==> src/rtl/mem_pkg.sv <==
// Shared load/store encodings for the memory decode and load-return stages.
// Holds memOp/memSize codes, source and fault-cause codes, per-load metadata.
package mem_pkg;

    localparam int unsigned XLEN   = 32;
    localparam int unsigned RD_W   = 5;

    localparam logic [1:0] MEM_DISABLE   = 2'b00;
    localparam logic [1:0] MEM_READ_SEXT = 2'b01;
    localparam logic [1:0] MEM_READ_ZEXT = 2'b10;
    localparam logic [1:0] MEM_WRITE     = 2'b11;

    localparam logic [1:0] BYTE     = 2'b00;
    localparam logic [1:0] HALFWORD = 2'b01;
    localparam logic [1:0] WORD     = 2'b10;

    localparam logic [1:0] FAULT_NONE     = 2'b00;
    localparam logic [1:0] FAULT_MISALIGN = 2'b01;
    localparam logic [1:0] FAULT_UNMAPPED = 2'b10;

    typedef enum logic [1:0] {
        SRC_RAM  = 2'b00,
        SRC_BUF  = 2'b01,
        SRC_DIN  = 2'b10,
        SRC_NONE = 2'b11
    } loadSrc_t;

    // Metadata carried alongside a load while its BRAM read is in flight.
    typedef struct packed {
        logic              valid;
        logic [1:0]        offset;
        logic [1:0]        size;
        logic              sext;
        logic [RD_W-1:0]   rd;
        loadSrc_t          src;
        logic [1:0]        cause;
        logic [XLEN-1:0]   din;
    } loadMeta_t;

    // Misalignment outranks unmapped; size 2'b11 is never a legal access.
    function automatic logic [1:0] classifyFault(input logic [1:0] size,
                                                 input logic [1:0] offset,
                                                 input logic       anyEn);
        logic misaligned;
        misaligned = (size == 2'b11)
                   || ((size == HALFWORD) && offset[0])
                   || ((size == WORD) && (offset != 2'b00));
        if (misaligned)  return FAULT_MISALIGN;
        else if (!anyEn) return FAULT_UNMAPPED;
        else             return FAULT_NONE;
    endfunction

endpackage

==> src/rtl/load_lane_extract.sv <==
// Picks the addressed byte/halfword/word out of a 32-bit read word and extends it.
// Ports: d (read word), swapped (d is in store-swapped lane order), offset
// (addr[1:0]), memSize, sext (sign- vs zero-extend), result (extended value).
module load_lane_extract
    import mem_pkg::*;
(
    input  logic [XLEN-1:0] d,
    input  logic            swapped,
    input  logic [1:0]      offset,
    input  logic [1:0]      memSize,
    input  logic            sext,
    output logic [XLEN-1:0] result
);

    logic [XLEN-1:0] natWord;
    logic [7:0]      byteVal;
    logic [15:0]     halfVal;

    // Undoing the store-path swap first lets both sources share one selector.
    always_comb begin
        natWord = swapped ? {d[7:0], d[15:8], d[23:16], d[31:24]} : d;
        byteVal = natWord[{offset, 3'b000} +: 8];
        halfVal = natWord[{offset[1], 4'b0000} +: 16];
        result  = '0;
        case (memSize)
            BYTE:     result = {{24{sext & byteVal[7]}}, byteVal};
            HALFWORD: result = {{16{sext & halfVal[15]}}, halfVal};
            WORD:     result = natWord;
            default:  result = '0;
        endcase
    end

endmodule

==> src/rtl/mem_output_align.sv <==
// Load-return stage: tracks loads through the BRAM read latency, selects the
// answering source, un-swaps lanes, aligns/extends and registers the result.
// Ports: clk, reset (sync, active-high); issue side addr/memOp/memSize/rd,
// enRam/enBuf/enDin, flush; data ramDout/bufDout (swapped), dinReg (natural);
// result loadValid/loadData/loadRd/loadFault/faultCause (all registered).
module mem_output_align
    import mem_pkg::*;
#(
    parameter int unsigned READ_LATENCY = 1   // legal range 1..3
) (
    input  logic             clk,
    input  logic             reset,
    input  logic [XLEN-1:0]  addr,
    input  logic [1:0]       memOp,
    input  logic [1:0]       memSize,
    input  logic [RD_W-1:0]  rd,
    input  logic             enRam,
    input  logic             enBuf,
    input  logic             enDin,
    input  logic             flush,
    input  logic [XLEN-1:0]  ramDout,
    input  logic [XLEN-1:0]  bufDout,
    input  logic [XLEN-1:0]  dinReg,
    output logic             loadValid,
    output logic [XLEN-1:0]  loadData,
    output logic [RD_W-1:0]  loadRd,
    output logic             loadFault,
    output logic [1:0]       faultCause
);

    loadMeta_t       issueMeta;
    loadMeta_t       stage [READ_LATENCY];
    loadMeta_t       finalMeta;
    logic [XLEN-1:0] finalWord;
    logic [XLEN-1:0] extracted;
    logic            unusedAddrHi;

    assign unusedAddrHi = ^addr[XLEN-1:2];

    // Metadata captured at issue; DIN is a live register so its value is frozen here.
    always_comb begin
        issueMeta        = '0;
        issueMeta.valid  = (memOp == MEM_READ_SEXT) || (memOp == MEM_READ_ZEXT);
        issueMeta.offset = addr[1:0];
        issueMeta.size   = memSize;
        issueMeta.sext   = (memOp == MEM_READ_SEXT);
        issueMeta.rd     = rd;
        issueMeta.src    = enRam ? SRC_RAM : enBuf ? SRC_BUF : enDin ? SRC_DIN : SRC_NONE;
        issueMeta.cause  = classifyFault(memSize, addr[1:0], enRam | enBuf | enDin);
        issueMeta.din    = dinReg;
    end

    // Metadata shift register; last stage lines up with BRAM dout.
    always_ff @(posedge clk) begin
        if (reset || flush) begin
            for (int unsigned i = 0; i < READ_LATENCY; i++) begin
                stage[i] <= '0;
            end
        end else begin
            stage[0] <= issueMeta;
            for (int unsigned i = 1; i < READ_LATENCY; i++) begin
                stage[i] <= stage[i-1];
            end
        end
    end

    assign finalMeta = stage[READ_LATENCY-1];

    // Source mux for the word that answers the load at the final stage.
    always_comb begin
        finalWord = ramDout;
        case (finalMeta.src)
            SRC_BUF: finalWord = bufDout;
            SRC_DIN: finalWord = finalMeta.din;
            default: finalWord = ramDout;
        endcase
    end

    load_lane_extract uExtract (
        .d       (finalWord),
        .swapped (finalMeta.src != SRC_DIN),
        .offset  (finalMeta.offset),
        .memSize (finalMeta.size),
        .sext    (finalMeta.sext),
        .result  (extracted)
    );

    // Result register; payload fields hold between pulses.
    always_ff @(posedge clk) begin
        if (reset) begin
            loadValid  <= 1'b0;
            loadData   <= '0;
            loadRd     <= '0;
            loadFault  <= 1'b0;
            faultCause <= FAULT_NONE;
        end else if (flush) begin
            loadValid  <= 1'b0;
        end else begin
            loadValid <= finalMeta.valid;
            if (finalMeta.valid) begin
                loadRd     <= finalMeta.rd;
                faultCause <= finalMeta.cause;
                loadFault  <= (finalMeta.cause != FAULT_NONE);
                loadData   <= (finalMeta.cause != FAULT_NONE) ? '0 : extracted;
            end
        end
    end

endmodule

==> config.mk <==
export PLATFORM = sky130hd
export DESIGN_NAME = mem_output_align
export DESIGN_NICKNAME = d
export VERILOG_FILES = /design/src/rtl/mem_pkg.sv /design/src/rtl/load_lane_extract.sv /design/src/rtl/mem_output_align.sv
export SDC_FILE = /design/constraint.sdc
export NUM_CORES = 1
export LEC_CHECK = 0
export BUFFER_PORTS_ARGS = -buffer_cell sky130_fd_sc_hd__buf_2
export CAP_MARGIN = 20
export CORE_ASPECT_RATIO = 0.8
export CORE_MARGIN = 4
export CORE_UTILIZATION = 52
export DETAILED_ROUTE_END_ITERATION = 10
export GPL_ROUTABILITY_DRIVEN = 0
export PLACE_DENSITY = 0.95
export SLEW_MARGIN = 25
export SYNTH_ARGS = -nofsm -noshare
export SYNTH_HDL_FRONTEND = slang
export SYNTH_HIERARCHICAL = 1
export SYNTH_SLANG_ARGS = --single-unit
==> constraint.sdc <==
create_clock -name clk -period 4 [get_ports clk]
set_input_delay 0.8 -clock clk [delete_from_list [all_inputs] [get_ports clk]]
set_output_delay 0.8 -clock clk [all_outputs]
set_load 0.01 [all_outputs]
==> reports/results.txt <==
Initial Util = 54.7%
Number of synthesized flops with an enable pin = 0
Count of state elements after synthesis = 88
Setup violations, final = 0
Floorplan die height = 90.5 um
Drt pass-1 iters = 6
Clock-pin slew on the worst setup and hold paths = 0.09 ns
Kind of critical path = reg -> reg
Hold Buf Count CTS = 0
Most common cell in the netlist = dfxtp_1
Area growth from synthesis to layout = 20.5%
Max Slew Vio Count = 0
Post-Synthesis Cells = 461
Req. time, crit path = 4.25 ns
Post-synthesis average cell area = 9.60 um2
Antenna diodes = 0
GR peak layer = met2
Post-DP HPWL = 9540 um
Post-synth top area cell = dfxtp_1
Slowest stage delay, CP = 0.62 ns
P_leak = 2.48 nW
Initial antenna violation count = 0
Critical path arrival = 3.31 ns
Global-route wire length before repair = 19,600 um
Clock latency at the later pin of the worst-skew pair = 0.36 ns
Synth top area share = 39.8%
Met1 Use GR = 29.0%
Die X = 111 um
Commonest cells in the netlist = dfxtp_1, nand2_1, and2_1
Wirelength per Cell = 17.7 um
Sequential fraction of the synthesis area = 39.8%
Pin count of the biggest net entering global routing = 47
CP startpoint kind = flop
Clk sinks = 88
Via density = 5.86
Met3 usage = 9.04%
Antenna Violating Nets Remaining = 0
Peak Freq = 327 MHz
Cell area power density = 347 nW/um2
TNS Setup = 0 ns
CP Cell Sequence = inv_1 > ha_2 > buf_4 > nand2_1 > o21ai_0 > mux4_2 > mux2i_4 > o22ai_1 > a22o_1
Async S/R FF share, synth = 0%
Kind of end point of the critical path = flop
Final net count = 733
Slowest cell on the critical path = mux4_2
Hold slack = 0.438 ns
Distinct cells, synth = 33
Maximum vdd drop = 249 uV
Core Box Area = 8090 um2
Vias = 4,100
Clock skew = 0.0105 ns
Bufs on Longest Clock Path = 2
Maxcap violations = 0
Overflow after GRT = 0
Port bufs = 153
YS warnings = 6
Fillers = 663
Main area contributors after synthesis = dfxtp_1, mux4_2, mux2i_1, a22o_1, and2_1
Routed WL = 12,400 um
RSZ-0062 raised after global routing = no
Vias in the first global route = 4,006
Post-CTS setup buffer count = 0
Site Rows = 29
Resized cells post-CTS = 0
Finished Core Util = 65.9%
Mapped Nets = 607
H-tree depth = 3
Initial drt markers = 470
Crit-path max FO = 35
Status = finished, final reports clean
Ports = 184
Layout cells sized above 1 = 33.8%
Die area = 10,100 um2
Sequential Area = 1760 um2
GRT met2 Usage = 39.7%
Worst slew pin tran = 1.17 ns
Hold Fails Final Rpt = 0
Synth Cell Area = 4430 um2
Min Tclk post-route = 3.06 ns
Fin crit share = 76.5%
Hold/Removal Path Class = reg -> reg
DR DRC count = 0
CTS root buffer = clkbuf_8
Rel. slew slack = 21.8%
TritonCTS clock tree = done
TritonCTS buffer count = 9
All-Layer GR Usage = 24.0%
Multi-input logic area = 2420 um2
Top FF cell, synth = dfxtp_1
-- power breakdown --
group | leakage [nW] | internal [W] | switching (W)
sequential | 0.716 | 0.000898 | 0.0000118
clock | 0.110 | 0.000316 | 0.000324
combinational | 1.66 | 0.000132 | 0.000168
-- final timing paths --
| path | start | to | slack (ns) | cells after the start |
|---|---|---|---|---|
| setup reg to reg | stage[0][34]$_SDFF_PP0_ | loadData[31]$_SDFFE_PP0P_ | 0.94 | 9 |
| hold / removal | stage[0][36]$_SDFF_PP0_ | loadRd[0]$_SDFFE_PP0P_ | 0.44 | 2 |
| hold reg to reg | stage[0][36]$_SDFF_PP0_ | loadRd[0]$_SDFFE_PP0P_ | 0.44 | 2 |
| setup / recovery | stage[0][34]$_SDFF_PP0_ | loadData[31]$_SDFFE_PP0P_ | 0.94 | 9 |
-- area by class of cell --
class,count,area share [%]
clock buffer,10,2.58
clock inverter,6,1.36
inverter,4,0.281
multi-input combinational,327,45.3
sequential,88,33.0
tap,108,2.53
timing repair buffer,157,14.9
-- cells in the final DEF, fill, tap and decap left out, types with 2 or more instances in the layout --
cell,n
buf_2,153
dfxtp_1,88
nand2_1,62
and2_1,42
a22oi_1,32
a22o_1,32
mux2i_1,32
o21ai_0,29
mux4_2,16
o22ai_1,16
o211ai_1,16
o21ai_1,11
clkbuf_8,10
a21oi_1,8
nor2_1,7
nor2b_1,4
buf_4,4
inv_1,3
nor3_1,3
inv_6,3
nand2b_1,2
ha_1,2
-- logic make-up (layout without fill, tap and decap cells) --
family | after synthesis | in the layout | synth area share, %
compound gates | 146 | 146 | 23.0
fa+ha+maj | 3 | 3 | 0.848
buf+inv | 46 | 177 | 5.88
flops | 88 | 88 | 39.8
mux | 49 | 49 | 15.9
simple gates | 129 | 129 | 14.6
-- per-stage QoR --
stage | worst slack [ns] | cells | power (W) | area [um2]
CTS | 0.957 | 700 | 0.00186 | 5330
global route | 0.781 | 700 | 0.00193 | 5330
finish | 0.942 | 700 | 0.00185 | 5330
floorplan | 1.48 | 461 | 0.00112 | 4430
detailed placement | 0.983 | 684 | 0.00122 | 5110
global placement | 1.08 | 684 | 0.00121 | 5110
-- sequential cells by signal, summed over array words and instances (netlist names) --
signal,count
faultCause,2
loadData,32
loadFault,1
loadRd,5
loadValid,1
stage,47
-- layer usage --
layer / part of all wire (%) / vias to the layer above
li1: - / 1943
met1: 38 / 1847
met2: 46 / 264
met3: 12 / 46
met4: 3.4 / 0
met5: 0 / -
-- worst max-delay path: cells and delay by family, from the launching register on --
kind                     cells  cell delay, ns
multiplexers                 2            1.05
flip-flops                   1            0.34
buffers and inverters        2            0.36
AND/OR/NAND/NOR              1            0.10
AO/OA/AOI/OAI                3            0.62
adder cells (fa/ha/maj)      1            0.48
(Power assumes the default switching activity.)
